===== src/rtl/vertex_stream_if.sv =====
// Vertex output stream: valid/ready handshake plus vertex payload.
// The master drives the payload; the slave returns out_ready.
interface vertex_stream_if #(
  parameter int AW    = 4,
  parameter int OUT_W = 12
);
  logic                    out_valid;
  logic                    out_ready;
  logic signed [OUT_W-1:0] out_x;
  logic signed [OUT_W-1:0] out_y;
  logic [AW-1:0]           out_body;
  logic [1:0]              out_vertex;
  logic                    out_last;

  modport master (
    output out_valid, out_x, out_y,
    output out_body, out_vertex, out_last,
    input  out_ready
  );

  modport slave (
    input  out_valid, out_x, out_y,
    input  out_body, out_vertex, out_last,
    output out_ready
  );
endinterface


===== src/rtl/vertex_stream.sv =====
// Frame-based vertex streamer: walks the body table and emits the
// four saturated integer corners of every live body.
module vertex_stream #(
  parameter int MAX_BODY = 16,
  parameter int COORD_W  = 19,
  parameter int FRAC     = 7,
  parameter int HALF_W   = 16,
  localparam int AW      = $clog2(MAX_BODY),
  localparam int OUT_W   = COORD_W - FRAC
) (
  input  logic                      clk,
  input  logic                      rst,
  input  logic                      start,
  input  logic [AW:0]               body_count,
  output logic [AW-1:0]             rd_addr,
  input  logic                      rd_alive,
  input  logic signed [COORD_W-1:0] rd_pos_x,
  input  logic signed [COORD_W-1:0] rd_pos_y,
  input  logic [HALF_W-1:0]         rd_half_w,
  input  logic [HALF_W-1:0]         rd_half_h,
  vertex_stream_if.master           strm,
  output logic                      busy,
  output logic                      done,
  output logic [7:0]                frame_cnt
);

  typedef enum logic [2:0] {
    S_IDLE, S_FETCH, S_WAIT, S_EMIT, S_DONE
  } state_t;

  localparam logic [AW:0] MAXC = (AW+1)'(MAX_BODY);
  localparam logic signed [COORD_W:0] SMAX =
    {2'b00, {(COORD_W-1){1'b1}}};
  localparam logic signed [COORD_W:0] SMIN =
    {2'b11, {(COORD_W-1){1'b0}}};

  state_t state, state_d;
  logic [AW:0]   cnt, cnt_d;
  logic [AW-1:0] idx, idx_d;
  logic [1:0]    corner, corner_d;
  logic signed [COORD_W-1:0] px, px_d, py, py_d;
  logic [HALF_W-1:0] hw, hw_d, hh, hh_d;

  logic                    valid_d, last_d;
  logic signed [OUT_W-1:0] x_d, y_d;
  logic [AW-1:0]           body_d, addr_d;
  logic [1:0]              vert_d;
  logic                    done_d;
  logic [7:0]              fcnt_d;

  logic [AW:0] clamp;
  logic [1:0]  corner_nx;
  logic        more, last_body, fin, hs;

  // Widen, add or subtract the half-extent, saturate, then floor.
  function automatic logic signed [OUT_W-1:0] corner_val(
    input logic signed [COORD_W-1:0] c,
    input logic [HALF_W-1:0]         h,
    input logic                      sub
  );
    logic signed [COORD_W:0] e, d, s;
    e = {c[COORD_W-1], c};
    d = signed'({{(COORD_W+1-HALF_W){1'b0}}, h});
    s = sub ? e - d : e + d;
    if (s > SMAX)
      s = SMAX;
    else if (s < SMIN)
      s = SMIN;
    return s[COORD_W-1:FRAC];
  endfunction

  assign clamp     = (body_count > MAXC) ? MAXC : body_count;
  assign corner_nx = corner + 2'd1;
  assign more      = ({1'b0, idx} + 1'b1) < cnt;
  assign last_body = ({1'b0, idx} == cnt - 1'b1);
  assign hs        = strm.out_valid & strm.out_ready;
  assign busy      = (state != S_IDLE);

  always_comb begin
    state_d  = state;
    cnt_d    = cnt;
    idx_d    = idx;
    corner_d = corner;
    px_d     = px;
    py_d     = py;
    hw_d     = hw;
    hh_d     = hh;
    valid_d  = strm.out_valid;
    x_d      = strm.out_x;
    y_d      = strm.out_y;
    body_d   = strm.out_body;
    vert_d   = strm.out_vertex;
    last_d   = strm.out_last;
    addr_d   = rd_addr;
    done_d   = 1'b0;
    fcnt_d   = frame_cnt;
    fin      = 1'b0;
    unique case (state)
      S_IDLE: begin
        if (start) begin
          cnt_d = clamp;
          idx_d = '0;
          if (clamp == '0) begin
            state_d = S_DONE;
            done_d  = 1'b1;
            fcnt_d  = frame_cnt + 8'd1;
          end else begin
            state_d = S_FETCH;
            addr_d  = '0;
          end
        end
      end
      S_FETCH: state_d = S_WAIT;
      S_WAIT: begin
        px_d = rd_pos_x;
        py_d = rd_pos_y;
        hw_d = rd_half_w;
        hh_d = rd_half_h;
        if (rd_alive) begin
          state_d  = S_EMIT;
          corner_d = 2'd0;
          valid_d  = 1'b1;
          x_d      = corner_val(rd_pos_x, rd_half_w, 1'b1);
          y_d      = corner_val(rd_pos_y, rd_half_h, 1'b1);
          body_d   = idx;
          vert_d   = 2'd0;
          last_d   = 1'b0;
        end else begin
          fin = 1'b1;
        end
      end
      S_EMIT: begin
        if (hs) begin
          if (corner == 2'd3) begin
            valid_d = 1'b0;
            last_d  = 1'b0;
            fin     = 1'b1;
          end else begin
            // Corners 0 and 3 sit left, corners 0 and 1 sit low.
            corner_d = corner_nx;
            vert_d   = corner_nx;
            x_d = corner_val(px, hw,
              (corner_nx == 2'd0) || (corner_nx == 2'd3));
            y_d = corner_val(py, hh, !corner_nx[1]);
            last_d = (corner_nx == 2'd3) && last_body;
          end
        end
      end
      S_DONE: state_d = S_IDLE;
      default: state_d = S_IDLE;
    endcase
    if (fin) begin
      if (more) begin
        idx_d   = idx + 1'b1;
        addr_d  = idx + 1'b1;
        state_d = S_FETCH;
      end else begin
        state_d = S_DONE;
        done_d  = 1'b1;
        fcnt_d  = frame_cnt + 8'd1;
      end
    end
  end

  always_ff @(posedge clk or negedge rst) begin
    if (!rst) begin
      state           <= S_IDLE;
      cnt             <= '0;
      idx             <= '0;
      corner          <= '0;
      px              <= '0;
      py              <= '0;
      hw              <= '0;
      hh              <= '0;
      strm.out_valid  <= 1'b0;
      strm.out_x      <= '0;
      strm.out_y      <= '0;
      strm.out_body   <= '0;
      strm.out_vertex <= '0;
      strm.out_last   <= 1'b0;
      rd_addr         <= '0;
      done            <= 1'b0;
      frame_cnt       <= '0;
    end else begin
      state           <= state_d;
      cnt             <= cnt_d;
      idx             <= idx_d;
      corner          <= corner_d;
      px              <= px_d;
      py              <= py_d;
      hw              <= hw_d;
      hh              <= hh_d;
      strm.out_valid  <= valid_d;
      strm.out_x      <= x_d;
      strm.out_y      <= y_d;
      strm.out_body   <= body_d;
      strm.out_vertex <= vert_d;
      strm.out_last   <= last_d;
      rd_addr         <= addr_d;
      done            <= done_d;
      frame_cnt       <= fcnt_d;
    end
  end

endmodule

===== src/flat_wrapper.sv =====
// flat-port wrapper written by rule: the top's interface ports become plain ports
module vertex_stream_flat 
#(
  parameter int MAX_BODY = 16,
  parameter int COORD_W  = 19,
  parameter int FRAC     = 7,
  parameter int HALF_W   = 16,
  localparam int AW      = $clog2(MAX_BODY),
  localparam int OUT_W   = COORD_W - FRAC
)
  (clk, rst, start, body_count, rd_addr, rd_alive, rd_pos_x, rd_pos_y, rd_half_w, rd_half_h, busy, done, frame_cnt, strm_out_valid, strm_out_x, strm_out_y, strm_out_body, strm_out_vertex, strm_out_last, strm_out_ready);
  vertex_stream_if strm_i ();
  input  logic clk;
  input  logic rst;
  input  logic start;
  input  logic [AW:0] body_count;
  output logic [AW-1:0] rd_addr;
  input  logic rd_alive;
  input  logic signed [COORD_W-1:0] rd_pos_x;
  input  logic signed [COORD_W-1:0] rd_pos_y;
  input  logic [HALF_W-1:0] rd_half_w;
  input  logic [HALF_W-1:0] rd_half_h;
  output logic busy;
  output logic done;
  output logic [7:0] frame_cnt;
  output wire logic [$bits(strm_i.out_valid)-1:0] strm_out_valid;
  output wire logic [$bits(strm_i.out_x)-1:0] strm_out_x;
  output wire logic [$bits(strm_i.out_y)-1:0] strm_out_y;
  output wire logic [$bits(strm_i.out_body)-1:0] strm_out_body;
  output wire logic [$bits(strm_i.out_vertex)-1:0] strm_out_vertex;
  output wire logic [$bits(strm_i.out_last)-1:0] strm_out_last;
  input wire logic [$bits(strm_i.out_ready)-1:0] strm_out_ready;
  assign strm_out_valid = strm_i.out_valid;
  assign strm_out_x = strm_i.out_x;
  assign strm_out_y = strm_i.out_y;
  assign strm_out_body = strm_i.out_body;
  assign strm_out_vertex = strm_i.out_vertex;
  assign strm_out_last = strm_i.out_last;
  assign strm_i.out_ready = strm_out_ready;
  vertex_stream #(.MAX_BODY(MAX_BODY), .COORD_W(COORD_W), .FRAC(FRAC), .HALF_W(HALF_W)) u_core (.clk(clk), .rst(rst), .start(start), .body_count(body_count), .rd_addr(rd_addr), .rd_alive(rd_alive), .rd_pos_x(rd_pos_x), .rd_pos_y(rd_pos_y), .rd_half_w(rd_half_w), .rd_half_h(rd_half_h), .strm(strm_i), .busy(busy), .done(done), .frame_cnt(frame_cnt));
endmodule

===== config.mk =====
export PLATFORM = sky130hd
export DESIGN_NAME = vertex_stream_flat
export DESIGN_NICKNAME = d
export VERILOG_FILES = /design/src/rtl/vertex_stream_if.sv /design/src/rtl/vertex_stream.sv /design/src/flat_wrapper.sv
export SDC_FILE = /design/constraint.sdc
export NUM_CORES = 1
export LEC_CHECK = 0
export CAP_MARGIN = 40
export CORE_ASPECT_RATIO = 1.25
export CORE_MARGIN = 4
export CORE_UTILIZATION = 45
export DETAILED_ROUTE_END_ITERATION = 16
export GPL_TIMING_DRIVEN = 0
export HOLD_SLACK_MARGIN = 0.03
export PLACE_DENSITY_LB_ADDON = 0.05
export SLEW_MARGIN = 0
export SYNTH_ARGS = -nofsm -noshare
export SYNTH_HDL_FRONTEND = slang
export SYNTH_SLANG_ARGS = --single-unit

===== constraint.sdc =====
create_clock -name clk -period 5 [get_ports clk]
set_input_delay 1.5 -clock clk [delete_from_list [all_inputs] [get_ports clk]]
set_output_delay 1.5 -clock clk [all_outputs]
set_load 0.005 [all_outputs]

# Yosys cells after proc, flatten, opt, wreduce, memory -nomap -nowiden
# Index checks and enable logic that the tools add are counted.
word_totals:
  reg_bits: 127
  out_inout_bits: 46
classes:
  addsub: 11
  n_lt_le_gt_ge: 10
  eq_ne: 13
  muxes: 60
  bitwise: 1
  reduce_logical: 13
op_table:
  columns: ["operator", "count"]
  rows:
  - ["$mux 19", 8]
  - ["$gt 20x19->1 const B", 4]
  - ["$lt 20x19->1 const B", 4]
  - ["$sub 19x17->20", 4]
  - ["$mux 12", 6]
  - ["$pmux 12 s2", 2]
  - ["$add 19x17->20", 2]
  - ["$mux 20", 2]
  - ["$mux 8", 5]
  - ["$mux 4", 9]
  - ["$mux 3", 5]
  - ["$mux 1", 14]
  - ["$pmux 3 s4", 1]
  - ["$add 8x1->8 const B", 1]
  - ["$reduce_and 4->1", 2]
  - ["$eq 3x2->1 const B", 2]
  - ["$mux 2", 3]
  - ["$ne 2x1->1 const B", 3]
  - ["$ne 3x2->1 const B", 2]
  - ["$pmux 1 s2", 3]
  - ["$reduce_and 3->1", 2]
  - ["$add 4x1->5 const B", 1]
  - ["$eq 4x5->1", 1]
  - ["$gt 5x5->1 const B", 1]
  - ["other kinds (18)", 21]

# Longest topological paths before layout
logic_depth:
  depth_word: 10
  ltp_mapped: 19
  mapped_depth_nobuf: 18

# Worst setup path before layout
# OpenSTA, ideal clock, no wires.
synth_timing:
  path_kind: "register to register"
  start: "register u_core.hh[0]"
  end: "register u_core.strm.out_y[8]"
  setup_ps: 111
  arrival_ps: 3939
  required_time_ps: 4889
  setup_slack_ps: 950
  path_stages_with_launch: 20
  path_buffers: 1
  period_less_slack_ps: 4050
  cell_sequence: "dfrtp_1 inv_1 ha_1 nand2b_1 or4_1 nor2_1 nand2_1 or2_1 o41ai_1 xnor2_1 ha_1 a21oi_1 o221ai_1 a221o_1 a31oi_1 xnor2_1 and4_1 buf_4 a211oi_2 a2111oi_2"
synth_between:
  elab_chain_len: 8
  word_cells_on_any_way: 10
synth_rtl:
  columns: ["element", "line", "source"]
  rows:
  - ["start: declaration", "vertex_stream.sv:42", "logic [HALF_W-1:0] hw, hw_d, hh, hh_d;"]
  - ["start signal: assignment", "vertex_stream.sv:192", "hh <= hh_d;"]
  - ["$sub 19x17->20 / $add 19x17->20 (equally long branches)", "vertex_stream.sv:64", "s = sub ? e - d : e + d;"]
  - ["$mux 20 (*)", "vertex_stream.sv:64", null]
  - ["$lt 20x19->1", "vertex_stream.sv:67", "else if (s < SMIN)"]
  - ["$mux 19", "vertex_stream.sv:67", null]
  - ["$mux 19 (*)", "vertex_stream.sv:65", "if (s > SMAX)"]
  - ["$mux 12 (*)", "vertex_stream.sv:134", "if (corner == 2'd3) begin"]
  - ["$mux 12 (*)", "vertex_stream.sv:133", "if (hs) begin"]
  - ["$pmux 12 s2 (*)", "vertex_stream.sv:98", "unique case (state)"]
  - ["end signal: assignment", "vertex_stream.sv:195", "strm.out_y <= y_d;"]
  - ["end: declaration", "vertex_stream_if.sv:16", "output out_valid, out_x, out_y,"]
# Mark *: on every way between the ends. The rest lies on a longest branch, timed or not. The select of a mux whose other input is x is not followed.
# A chain may end at the register's enable or synchronous reset.

# Worst setup path in the final report
# Ends and elaborated chain as after synthesis.

==> impl_metrics.toml <==
[sta]
fmaxAchievable_ghz = 0.2173
period_share_pct = 92.04
fin_crit_ps = 4602
worstMarginPinSlew_ps = 696.8
worst_slack_ps = 398.1
clock_skew_ps = 11.45
finalHoldViolCount = 0
setup_violations = 0
slew-limit-headroom_pct = 53.33
fin_setup_tns_ps = 0
slew_viol_final = 0
rsz0062_at_grt = "false"

[routing]
wl_per_cell_um = 17.26
ant_nets = 0
drtIter0Drc = 428
firstDrtPassIters = 7
drt-vias-per-instance = 5.530
drc = 0
drt-total-wl_mm = 27.12
vias = 8688

[floorplan]
chipWidth_um = 138.7
start_util_pct = 45.98
core_area_um2 = 20890
die_height_um = 171.3
ios = 126
rows = 59
die_area_um2 = 23760

[placement]
gp_congestion = 0.9503
place_area_um2 = 11230
io_buffers = 125
post-place-ws_ps = 28.03
hpwl_mm = 21.71

[grt]
grt_max_degree = 89
first_global_vias = 8803
overflow = 0
antenna_found_initial = 0
grt_pass1_wl_mm = 44.61
grt_usage_pct = 23.30

[setup_path]
cp.required_ps = 5300
crit_type = "register to register"
worst_ep_arrival_time_ps = 4900
reg2reg_depth = 19
crit_path_start_kind = "register"
crit_fanout = 10
crit_path_end_kind = "register"

[synth]
yosysMostFrequentCell = "nand2_1"
synth_top_family_by_area = "compound AO/OA/AOI/OAI gates"
synthCells = 1141
synth_nets = 1307
synth_commonest_cells = "nand2_1 (198), dfrtp_1 (127), ha_1 (82)"
synth_compound_area_share_pct = 22.85
yosys.area.top_type = "dfrtp_1"
synthSimpleGateAreaFrac_pct = 19.14
async_flop_share_pct = 100.0
ys_ff_latch = 127
synth_xor_area_share_pct = 7.737
synth_fa_ha_area_share_pct = 11.51
ys_seq_area_share_pct = 33.09
synth-edff-count = 0
muxShareOfSynthArea_pct = 1.250
synthTopCellsByArea = "dfrtp_1 (33%), ha_1 (11%), nand2_1 (7.7%)"
yosysWarnings = 0
syn_avg_cell_area_um2 = 8.418
synth_ff_type = "dfrtp_1"
yosysUniqueCellTypes = 78
mappedNetlistArea_um2 = 9605
synth_top_cell_area_share_pct = 33.09

[clock_tree]
cts_buffer_depth = 2
cts-buffers-inserted = 17
cts-root-buf = "clkbuf_16"
cts_tree = "built"
clkTransAtPathRegs_ps = 60
ctsHtreeMaxLevel = 4
clk_latency_ps = 420
clock-sinks = 127
cts_hold_buf = 0

[finish]
nFillCells = 1983
syn_to_final_growth_pct = 22.81
drive_above_1_share_pct = 6.785
final_core_util_pct = 56.47
antenna_cells = 0
fin_nets = 1451
final_area_um2 = 11800

[run_status]
outcome = "finished, final reports clean"

[hold_path]
hold_path_depth = 1
hp-class = "register to register"

[job]
max_cap_viol_count = 0
## metrics by stage
step                      cells  hold WS (ps)
after CTS                  1572         482.8
after floorplan            1141         452.3
after detailed placement   1541         471.7
after global placement     1540         459.7
after global routing       1571         495.3
final                      1571         477.1
## worst paths after layout
kind | startpoint | to | slack [ps]
worst max-delay path | u_core.hh[0] | u_core.strm.out_y[8] | 400
worst min-delay path | u_core.frame_cnt[7] | u_core.frame_cnt[7] | 480
worst max register to register | u_core.hh[0] | u_core.strm.out_y[8] | 400
worst min register to register | u_core.frame_cnt[7] | u_core.frame_cnt[7] | 480
max in group asynchronous | rst | u_core.hw[8] | 3210
min in group asynchronous | rst | u_core.py[9] | 980
## layout make-up
type | count | area (µm²) | share of cell area, %
Timing Repair Buffer | 126 | 1280 | 10.85
Clock buffer | 19 | 452.9 | 3.840
Tap cell | 274 | 342.8 | 2.906
Multi-Input combinational cell | 909 | 6010 | 50.94
Buffer | 40 | 183.9 | 1.559
Sequential cell | 127 | 3178 | 26.94
Clock inverter | 12 | 108.9 | 0.9228
Inverter | 64 | 240.2 | 2.036
## what timing repair did
| item | CTS | global route |
|---|---|---|
| buffers inserted | 0 | 0 |
| resized for setup | 1 | 3 |
| endpoints found under the setup margin | 2 | 22 |
| hold endpoints to repair | 0 | 0 |
## sequential cells by signal, indices dropped and copies added, names as in the netlist, 5 cells and up
register and flops:
u_core.cnt 5, u_core.frame_cnt 8, u_core.strm.out_y 12, u_core.px 19, u_core.strm.out_x 12, u_core.hw 16, u_core.hh 16, u_core.py 19
## critical path: stages, from the launching register on
cell	delay [ps]
dfrtp_1	400
inv_1	90
ha_1	160
nand2b_1	80
or4_1	460
nor2_1	110
nand2_1	70
or2_1	280
o41ai_1	330
xnor2_1	180
ha_1	320
a21oi_1	270
o221ai_1	170
a221o_1	360
a31oi_1	180
xnor2_1	190
and4_1	250
buf_4	210
a211oi_2	70
a2111oi_2	300
## metal layers
| metal | global-route usage [%] | part of all wire, % | vias to the layer above |
|---|---|---|---|
| li1 | - | - | 4364 |
| met1 | 28.11 | 43 | 4079 |
| met2 | 41.86 | 50 | 192 |
| met3 | 3.504 | 3.1 | 53 |
| met4 | 9.702 | 3.9 | 0 |
| met5 | 0 | 0 | - |
## placed cells by master, fill, tap and decap left out, types with 5 or more instances in the layout
cell and count:
xor2_1 25, o21ai_1 18, inv_1 62, o21a_1 7, o31ai_1 9, dfrtp_1 127
a21o_1 26, nor4_1 6, and2_1 5, clkdlybuf4s50_1 124, a21oi_1 79, nor3_1 30
o21bai_1 8, clkbuf_1 24, o211ai_1 6, mux2_2 8, buf_2 10, a31oi_1 14
o21ai_0 76, nand3_1 22, nor2_1 66, nand2b_1 13, a211oi_2 13, or3_1 5
clkbuf_16 17, o41ai_1 7, and3_1 8, a211oi_1 15, nor2b_1 8, nand4_1 13
nand2_1 198, ha_1 82, xnor2_1 57
## logic make-up (layout without fill, tap and decap cells)
kind of cell	Yosys count	in the layout
xor+xnor	84	84
compound gates	326	326
mux	11	11
fa+ha+maj	86	86
simple gates	402	402
flops	127	127
buf+inv	105	261
Power is left out: the tool's default activity adds up to more than one toggle a clock period on the data nets, which glitch-free logic cannot reach.
